<file path="src/rtl/exe_arb_pkg.sv">
// Shared types, widths and the round-robin pointer helper for exe_unit_arbiter.
package exe_arb_pkg;

  typedef enum logic [1:0] {
    IDLE = 2'd0,
    EXEC = 2'd1,
    RESP = 2'd2
  } state_t;

  localparam int STATUS_W = 2;
  localparam int CNT_W    = $clog2(8);
  localparam int PTR_W    = 2;  // wide enough for NREQ up to 4

  function automatic logic [PTR_W-1:0] rr_next(input logic [PTR_W-1:0] ptr, input int nreq);
    logic [PTR_W-1:0] nxt;
    if (int'(ptr) >= nreq - 1) nxt = '0;
    else                       nxt = ptr + 1'b1;
    return nxt;
  endfunction

endpackage

</file>
<file path="src/rtl/exe_arb_rr_pick.sv">
// Combinational circular-priority picker: first valid requester at or after ptr_i wins.
module exe_arb_rr_pick
  import exe_arb_pkg::*;
#(
  parameter int NREQ = 2
) (
  input  logic [NREQ-1:0]  valid_i,
  input  logic [PTR_W-1:0] ptr_i,
  output logic [PTR_W-1:0] grant_o,
  output logic             any_o
);

  logic [2*NREQ-1:0] rot;

  // Rotating a doubled copy puts requester ptr_i at bit 0; scanning downward leaves the lowest offset as winner.
  always_comb begin
    rot     = {valid_i, valid_i} >> ptr_i;
    grant_o = '0;
    any_o   = 1'b0;
    for (int k = NREQ - 1; k >= 0; k--) begin
      if (rot[k]) begin
        grant_o = PTR_W'((int'(ptr_i) + k) % NREQ);
        any_o   = 1'b1;
      end
    end
  end

endmodule

</file>
<file path="src/rtl/exe_unit_arbiter.sv">
// Round-robin share of one exe unit among NREQ requesters; one op in flight, response LAT+1 edges after accept.
// Build option EXE_ARB_LOCK_EN adds i_req_lock, which keeps priority on the owner for back-to-back atomic ops.
module exe_unit_arbiter
  import exe_arb_pkg::*;
#(
  parameter int M    = 4,
  parameter int N    = 2,
  parameter int NREQ = 2,
  parameter int LAT  = 1
) (
  input  logic                i_clk,
  input  logic                i_rsn,
  input  logic [NREQ-1:0]     i_req_valid,
`ifdef EXE_ARB_LOCK_EN
  input  logic [NREQ-1:0]     i_req_lock,
`endif
  output logic [NREQ-1:0]     o_req_ready,
  input  logic [NREQ*N-1:0]   i_req_oper,
  input  logic [NREQ*M-1:0]   i_req_argA,
  input  logic [NREQ*M-1:0]   i_req_argB,
  output logic [NREQ-1:0]     o_rsp_valid,
  input  logic [NREQ-1:0]     i_rsp_ready,
  output logic [M-1:0]        o_rsp_result,
  output logic [STATUS_W-1:0] o_rsp_status,
  output logic [N-1:0]        o_exe_oper,
  output logic [M-1:0]        o_exe_argA,
  output logic [M-1:0]        o_exe_argB,
  input  logic [M-1:0]        i_exe_result,
  input  logic [STATUS_W-1:0] i_exe_status
);

  localparam logic [NREQ-1:0] ONE = {{(NREQ-1){1'b0}}, 1'b1};

  state_t              state_q, state_d;
  logic [PTR_W-1:0]    ptr_q, ptr_d, grant_q, grant_d;
  logic [CNT_W-1:0]    cnt_q, cnt_d;
  logic [N-1:0]        oper_q, oper_d;
  logic [M-1:0]        arga_q, arga_d, argb_q, argb_d;
  logic [M-1:0]        result_q, result_d;
  logic [STATUS_W-1:0] status_q, status_d;

  logic [PTR_W-1:0]    pick_grant;
  logic                pick_any;
  logic [NREQ-1:0]     pick_oh, grant_oh;
  logic                hold_ptr;

  exe_arb_rr_pick #(.NREQ(NREQ)) u_pick (
    .valid_i (i_req_valid),
    .ptr_i   (ptr_q),
    .grant_o (pick_grant),
    .any_o   (pick_any)
  );

  assign pick_oh  = ONE << pick_grant;
  assign grant_oh = ONE << grant_q;

`ifdef EXE_ARB_LOCK_EN
  assign hold_ptr = |(i_req_lock & grant_oh);
`else
  assign hold_ptr = 1'b0;
`endif

  always_comb begin
    state_d     = state_q;
    ptr_d       = ptr_q;
    grant_d     = grant_q;
    cnt_d       = cnt_q;
    oper_d      = oper_q;
    arga_d      = arga_q;
    argb_d      = argb_q;
    result_d    = result_q;
    status_d    = status_q;
    o_req_ready = '0;
    o_rsp_valid = '0;
    case (state_q)
      IDLE: begin
        if (pick_any) begin
          o_req_ready = pick_oh;
          grant_d     = pick_grant;
          cnt_d       = CNT_W'(LAT);
          state_d     = EXEC;
          for (int k = 0; k < NREQ; k++) begin
            if (pick_grant == PTR_W'(k)) begin
              oper_d = i_req_oper[k*N +: N];
              arga_d = i_req_argA[k*M +: M];
              argb_d = i_req_argB[k*M +: M];
            end
          end
        end
      end
      EXEC: begin
        // Operands went out on the accept edge, so the exe output is settled once cnt runs out.
        if (cnt_q == '0) begin
          result_d = i_exe_result;
          status_d = i_exe_status;
          state_d  = RESP;
        end else begin
          cnt_d = cnt_q - 1'b1;
        end
      end
      RESP: begin
        o_rsp_valid = grant_oh;
        if (|(i_rsp_ready & grant_oh)) begin
          ptr_d   = hold_ptr ? grant_q : rr_next(grant_q, NREQ);
          state_d = IDLE;
        end
      end
      default: state_d = IDLE;
    endcase
  end

  always_ff @(posedge i_clk or negedge i_rsn) begin
    if (!i_rsn) begin
      state_q  <= IDLE;
      ptr_q    <= '0;
      grant_q  <= '0;
      cnt_q    <= '0;
      oper_q   <= '0;
      arga_q   <= '0;
      argb_q   <= '0;
      result_q <= '0;
      status_q <= '0;
    end else begin
      state_q  <= state_d;
      ptr_q    <= ptr_d;
      grant_q  <= grant_d;
      cnt_q    <= cnt_d;
      oper_q   <= oper_d;
      arga_q   <= arga_d;
      argb_q   <= argb_d;
      result_q <= result_d;
      status_q <= status_d;
    end
  end

  assign o_exe_oper   = oper_q;
  assign o_exe_argA   = arga_q;
  assign o_exe_argB   = argb_q;
  assign o_rsp_result = result_q;
  assign o_rsp_status = status_q;

endmodule

</file>
<file path="config.mk">
export PLATFORM = sky130hd
export DESIGN_NAME = exe_unit_arbiter
export DESIGN_NICKNAME = d
export VERILOG_FILES = /design/src/rtl/exe_arb_pkg.sv /design/src/rtl/exe_arb_rr_pick.sv /design/src/rtl/exe_unit_arbiter.sv
export SDC_FILE = /design/constraint.sdc
export NUM_CORES = 1
export LEC_CHECK = 0
export CAP_MARGIN = 5
export CORE_MARGIN = 2
export CORE_UTILIZATION = 60
export DETAILED_ROUTE_END_ITERATION = 12
export DONT_BUFFER_PORTS = 1
export PLACE_DENSITY = 0.76
export SLEW_MARGIN = 20
export SYNTH_ARGS = -nofsm -noshare
export SYNTH_HDL_FRONTEND = slang
export SYNTH_SLANG_ARGS = --single-unit
</file>
<file path="constraint.sdc">
create_clock -name i_clk -period 1.9 [get_ports i_clk]
set_input_delay 0.38 -clock i_clk [delete_from_list [all_inputs] [get_ports i_clk]]
set_output_delay 0.38 -clock i_clk [all_outputs]
set_load 0.02 [all_outputs]
</file>
==> flow_metrics.env, run 1 <==
export IMPL_outcome="complete, no violations"
export IMPL_relSlewSlack_pct=54.7
export IMPL_n_antenna_cell=0
export IMPL_fin_worst_skew_ns=0.00938
export IMPL_worst_path_max_delay_cell="dfrtp_2"
export IMPL_ys_types=32
export IMPL_cts_tree="yes"
export IMPL_hold_class="primary input to asynchronous set/reset pin"
export IMPL_grt_pass1_vias=769
export IMPL_p_per_area_nw_per_um2=1760
export IMPL_fill_cells=142
export IMPL_viasPerCell=6.67
export IMPL_finalWorstPathRequiredPeriod_ns=1.77
export IMPL_path_class="flop to output pin"
export IMPL_die_width_um=47.7
export IMPL_leakage_nw=0.515
export IMPL_drive_gt1_share_pct=14.0
export IMPL_grt_pass1_wl_mm=3.53
export IMPL_cp_required_ns=1.52
export IMPL_fin_ws_ns=0.127
export IMPL_h_tree_depth=1
export IMPL_period_share_pct=93.3
export IMPL_switching_power_uw=955
export IMPL_drv_cap=0
export IMPL_crit_arrival_ns=1.39
export IMPL_gr_total_overflow=0
export IMPL_gp_congestion=0.811
export IMPL_clkTransAtPathRegs_ns=0.13
export IMPL_antenna_found_initial=0
export IMPL_place_ws_ns=0.284
export IMPL_firstDrtPassIters=4
export IMPL_netlist_area_um2=1150
export IMPL_clk_path_buf_depth=2
export IMPL_portBuffers=0
export IMPL_yosysSeqAreaShare_pct=50.2
export IMPL_max_freq_ghz=0.564
export IMPL_critPathTopFamily="flip-flops"
export IMPL_rows=15
export IMPL_insertion_delay_ns=0.31
export IMPL_routed_wl_mm=2.46
export IMPL_clock_power_share_pct=10.7
export IMPL_worstMarginPinSlew_ns=0.678
export IMPL_rsz0062_at_grt="no"
export IMPL_synth_cells=106
export IMPL_crit_chain="nor2_4 -> nand2_2 -> a21oi_1 -> buf_4"
export IMPL_die_area_um2=2280
export IMPL_worst_setup_path_start_kind="flop"
export IMPL_syn_area_per_cell_um2=10.8
export IMPL_fin_nets=142
export IMPL_setup_violations=0
export IMPL_dp_cells=127
export IMPL_vdd_drop_max_mv=0.833
export IMPL_fin_hold_ws_ns=0.0159
export IMPL_reg2reg_from="cnt_q[0]"
export IMPL_numCtsBuffers=3
export IMPL_hold_viol=0
export IMPL_switching_share_pct=45.3
export IMPL_synth_seq_cells=23
export IMPL_totalNegativeSetupSlack_ns=0
export IMPL_crit_start="state_q[0]"
export IMPL_slew_violations=0
export IMPL_die_h_um=47.7
export IMPL_cts_setup_buffers=0
export IMPL_end_kind="output pin"
export IMPL_power_frac_seq_pct=53.5
export IMPL_drt_iter0_markers=8
export IMPL_synth_nets=140
export IMPL_place_hpwl_mm=1.87
export IMPL_track_usage_pct=22.1
export IMPL_start_util_pct=65.0
export IMPL_clock_sinks=23
export IMPL_fin_cells=132
export IMPL_path_buf_inv=1
export IMPL_cp_max_fo=7
export IMPL_drt_antenna_violating_nets=0
export IMPL_ys_warn_count=0
export IMPL_wl_per_cell_um=18.6
export IMPL_route_detailed_drc=0
export IMPL_crit_path_max_incr_delay_ns=0.46
export IMPL_grt_max_degree=24
export IMPL_postLayoutCoreUtil_pct=67.9
export IMPL_core_um2=1760
export IMPL_combPwrFrac_pct=35.7
export IMPL_p_int_mw=1.15
export IMPL_root_buffer="clkbuf_4"
export IMPL_io_pins=52
export IMPL_vias=880
export IMPL_area_growth_pct=4.59
[power groups by stage]
stage	logic, mW	registers [mW]	clock network [mW]
after detailed placement	0.734	1.13	0
final	0.753	1.13	0.227
after CTS	0.754	1.13	0.234
after global routing	0.836	1.16	0.254
after floorplan	0.621	1.08	0
after global placement	0.697	1.11	0
[cell type report]
class	count	area [µm²]	area share, %
flip-flops and latches	23	577	48.1
clock inverters	1	7.51	0.626
repair buffers	4	27.5	2.30
inverters	4	15.0	1.25
multi-input cells	72	518	43.2
clock buffers	3	22.5	1.88
well taps	25	31.3	2.61
[synth_stat cells]
master | instances | share of area [%]
nand3_1 | 7 | 3.1
or2_1 | 1 | 0.55
o22ai_1 | 1 | 0.55
nand2b_4 | 1 | 1.2
o21ai_0 | 7 | 3.1
nor2_2 | 2 | 1.1
and2_0 | 1 | 0.55
inv_1 | 4 | 1.3
nor4b_1 | 1 | 0.76
clkbuf_1 | 2 | 0.66
a221o_1 | 3 | 2.6
nor2b_1 | 3 | 1.6
and3_4 | 1 | 0.98
a31oi_1 | 7 | 3.8
buf_2 | 3 | 1.3
mux2_2 | 1 | 0.98
nand2_1 | 3 | 0.98
o2bb2ai_1 | 2 | 1.5
a21oi_1 | 10 | 4.4
nand2b_1 | 3 | 1.6
nor3b_1 | 1 | 0.66
a211o_1 | 1 | 0.76
and2_1 | 1 | 0.55
a22oi_1 | 1 | 0.66
and3_1 | 1 | 0.55
nor2_1 | 1 | 0.33
o2111a_1 | 3 | 2.9
dfrtp_1 | 23 | 50
mux2_1 | 6 | 5.9
a21o_1 | 1 | 0.66
buf_6 | 2 | 2.0
ha_1 | 2 | 2.2
[path summary, 6_finish.rpt]
| check | cells past startpoint | slack (ns) | endpoint |
|---|---|---|---|
| max | 4 | 0.13 | o_req_ready[0] |
| min | 1 | 0.02 | o_rsp_status[1] |
| max reg2reg | 5 | 0.26 | o_rsp_result[1] |
| min reg2reg | 1 | 0.51 | cnt_q[1] |
| max in group asynchronous | 1 | 1.52 | state_q[0] |
| min in group i_clk | 1 | 0.19 | o_rsp_result[2] |
[metal layers]
layer / vias up / global-route usage [%] / part of all wire, %
met1: 427 / 28.5 / 41
li1: 396 / - / -
met3: 4 / 6.04 / 10
met5: - / 0 / 0
met4: 0 / 6.49 / 0.61
met2: 53 / 36.5 / 48
[kinds of logic after synthesis]
family	share of synthesized area [%]
AO/OA/AOI/OAI	21.0
AND/OR/NAND/NOR	14.5
flip-flops	50.2
buffers and inverters	5.24
multiplexers	6.88
adder cells (fa/ha/maj)	2.18
[cells in the final DEF, fill, tap and decap left out, drive strengths merged, types with 3 or more instances in the layout]
cell,Yosys,routed
a31oi,7,7
mux2,7,7
nor2b,3,3
nand2,3,3
inv,4,4
clkbuf,2,3
nor2,3,3
nand3,7,7
a221o,3,3
buf,5,4
o21ai,7,7
dfrtp,23,23
o2111a,3,3
a21oi,10,10
nand2b,4,4
[sequential cells by signal (all words and copies together) (netlist names)]
name	count
o_rsp_status	2
o_rsp_result	4
grant_q	1
cnt_q	3
o_exe_argA	4
o_exe_argB	4
ptr_q	1
o_exe_oper	2
state_q	2
[metrics by stage]
step / total power [mW] / instance area [µm²]
2_1_floorplan: 1.70 / 1150
3_3_place_gp: 1.81 / 1150
3_5_place_dp: 1.86 / 1150
4_1_cts: 2.11 / 1200
5_1_grt: 2.25 / 1200
6_report: 2.11 / 1200
[timing repair]
action | CTS | global route
hold buffers | 1 | 0
endpoints found under the setup margin | 1 | 1
gates resized for setup | 1 | 2
endpoints found under the hold margin | 23 | 0
Power figures use the tool's default switching activity.
==> run 2: changes to the inputs <==
--- a/config.mk
+++ b/config.mk
@@ -5,12 +5,11 @@
 export SDC_FILE = /design/constraint.sdc
 export NUM_CORES = 1
 export LEC_CHECK = 0
-export CAP_MARGIN = 5
 export CORE_MARGIN = 2
-export CORE_UTILIZATION = 60
+export CORE_UTILIZATION = 50
 export DETAILED_ROUTE_END_ITERATION = 12
 export DONT_BUFFER_PORTS = 1
-export PLACE_DENSITY = 0.76
+export PLACE_DENSITY = 0.68
 export SLEW_MARGIN = 20
 export SYNTH_ARGS = -nofsm -noshare
 export SYNTH_HDL_FRONTEND = slang
==> constraint.sdc (replaced) <==
create_clock -name i_clk -period 1.6 [get_ports i_clk]
set_input_delay 0.32 -clock i_clk [delete_from_list [all_inputs] [get_ports i_clk]]
set_output_delay 0.32 -clock i_clk [all_outputs]
set_load 0.02 [all_outputs]
==> run 2 against run 1 <==
Net effect: the run now ends with negative setup slack left; die area increased by 18%; clock skew decreased by 0.0075 ns; core utilization decreased by 8.8 points; critical path type unchanged; largest power group unchanged.
==> flow_metrics.env, run 2 (synthesis results as in run 1) <==
export IMPL_outcome="finished with violations"
export IMPL_violations="negative setup slack"
export IMPL_clkTransAtPathRegs_ns=0.12
export IMPL_hold_viol=0
export IMPL_totalNegativeSetupSlack_ns=-0.0247
export IMPL_hold_class="primary input to flop"
export IMPL_worst_setup_path_start_kind="flop"
export IMPL_drt_antenna_violating_nets=0
export IMPL_final_cell_mix="dfrtp_1 (21), a21oi_1 (9), buf_4 (9)"
export IMPL_root_buffer="clkbuf_4"
export IMPL_wl_per_cell_um=17.7
export IMPL_worstRegToRegCells=6
export IMPL_rsz0062_at_grt="yes"
export IMPL_grt_max_degree=24
export IMPL_grt_pass1_vias=816
export IMPL_drive_gt1_share_pct=22.4
export IMPL_routed_wl_mm=2.55
export IMPL_worstHoldStart="i_exe_result[2]"
export IMPL_final_common_cell="dfrtp_1"
export IMPL_vias=909
export IMPL_finalWorstPathRequiredPeriod_ns=1.62
export IMPL_die_area_um2=2690
export IMPL_reg2reg_slack_ns=0.12
export IMPL_area_growth_pct=13.0
export IMPL_final_area_um2=1290
export IMPL_fin_worst_skew_ns=0.00189
export IMPL_period_share_pct=102
export IMPL_fin_cells=144
export IMPL_vdd_drop_max_mv=0.967
export IMPL_min_to="o_rsp_result[2]"
export IMPL_worst_path_max_delay_cell="dfrtp_2"
export IMPL_setup_violations=1
export IMPL_dp_cells=133
export IMPL_p_per_area_nw_per_um2=2080
export IMPL_crit_path_max_incr_delay_ns=0.46
export IMPL_io_pins=52
export IMPL_fin_nets=151
export IMPL_power_frac_seq_pct=49.8
export IMPL_start_util_pct=52.3
export IMPL_crit_arrival_ns=1.30
export IMPL_combPwrFrac_pct=40.4
export IMPL_track_usage_pct=19.4
export IMPL_route_detailed_drc=0
export IMPL_h_tree_depth=1
export IMPL_portBuffers=0
export IMPL_core_um2=2190
export IMPL_gp_congestion=0.676
export IMPL_fin_hold_ws_ns=0.136
export IMPL_p_int_mw=1.52
export IMPL_switching_share_pct=43.5
export IMPL_cp_max_fo=5
export IMPL_hold_path_depth=1
export IMPL_numCtsBuffers=3
export IMPL_firstDrtPassIters=4
export IMPL_worstMarginPinSlew_ns=0.510
export IMPL_switching_power_mw=1.17
export IMPL_die_h_um=51.9
export IMPL_cts_tree="yes"
export IMPL_place_hpwl_mm=1.81
export IMPL_drv_cap=0
export IMPL_gr_total_overflow=0
export IMPL_r2r_end="cnt_q[0]"
export IMPL_n_antenna_cell=0
export IMPL_end_kind="output pin"
export IMPL_dpl_cell_area_um2=1180
export IMPL_cp_required_ns=1.28
export IMPL_reg2reg_from="cnt_q[0]"
export IMPL_antenna_found_initial=0
export IMPL_finalPower_mw=2.69
export IMPL_relSlewSlack_pct=66.0
export IMPL_grt_pass1_wl_mm=3.82
export IMPL_fin_ws_ns=-0.0247
export IMPL_clk_path_buf_depth=2
export IMPL_crit_chain="nor2_4 -> buf_6 -> and3_4"
export IMPL_rows=17
export IMPL_max_freq_ghz=0.616
export IMPL_path_class="flop to output pin"
export IMPL_clock_sinks=23
export IMPL_insertion_delay_ns=0.31
export IMPL_clock_power_share_pct=9.8
export IMPL_die_width_um=51.9
export IMPL_viasPerCell=6.31
export IMPL_slew_violations=0
export IMPL_drt_iter0_markers=22
export IMPL_leakage_nw=0.564
==> run 2: worst max-delay path by stage <==
| stage | slack, ns | depth (start not counted) | from | end |
|---|---|---|---|---|
| after floorplan | 0.19 | 5 | cnt_q[0] | o_rsp_result[0] |
| after global placement | 0.18 | 5 | cnt_q[0] | o_rsp_status[0] |
| after detailed placement | 0.09 | 5 | cnt_q[0] | o_rsp_result[1] |
| after CTS | -0.04 | 3 | state_q[1] | o_req_ready[1] |
| after global routing | -0.09 | 3 | state_q[0] | o_req_ready[1] |
| final | -0.02 | 3 | state_q[0] | o_req_ready[1] |
==> run 2: stage by stage <==
step / utilization, % / setup WS, ns
finish: 59.1 / -0.0247
global route: 59.1 / -0.0930
CTS: 57.2 / -0.0395
detailed placement: 53.9 / 0.0863
global placement: 53.9 / 0.178
floorplan: - / 0.186
==> run 2: area by class of cell <==
| type | count | area [µm²] |
|---|---|---|
| fillers | 181 | 896 |
| flip-flops and latches | 23 | 578 |
| multi-input cells | 72 | 536 |
| repair buffers | 13 | 105 |
| well taps | 28 | 35.0 |
| clock buffers | 4 | 26.3 |
| inverters | 4 | 15.0 |
==> run 2: what timing repair did <==
| item | CTS | global route |
|---|---|---|
| gates resized for setup | 5 | 6 |
| cloned | 0 | 0 |
| hold buffers | 1 | 1 |
| pin swaps | 2 | 1 |
| buffers inserted | 2 | 3 |
| setup endpoints to repair | 2 | 9 |
| endpoints found under the hold margin | 23 | 23 |
==> run 2: critical path: cells and delay by family, from the launching register on <==
kind / cells / cell delay (ns)
buffers and inverters: 1 / 0.12
and+or+nand+nor: 2 / 0.41
DFF: 1 / 0.46
==> run 2: routing by layer <==
| metal | part of all wire (%) | GRT usage (%) |
|---|---|---|
| met4 | 1.7 | 9.21 |
| met2 | 47 | 28.1 |
| met5 | 0 | 0 |
| met3 | 8.8 | 5.17 |
| met1 | 43 | 26.8 |
==> run 2: power groups by stage <==
stage / Clock [mW] / Sequential (mW) / Combinational, mW
2_1_floorplan: 0 / 1.28 / 0.738
3_3_place_gp: 0 / 1.33 / 0.868
3_5_place_dp: 0 / 1.34 / 0.902
4_1_cts: 0.276 / 1.33 / 1.00
5_1_grt: 0.304 / 1.38 / 1.21
6_report: 0.264 / 1.34 / 1.09
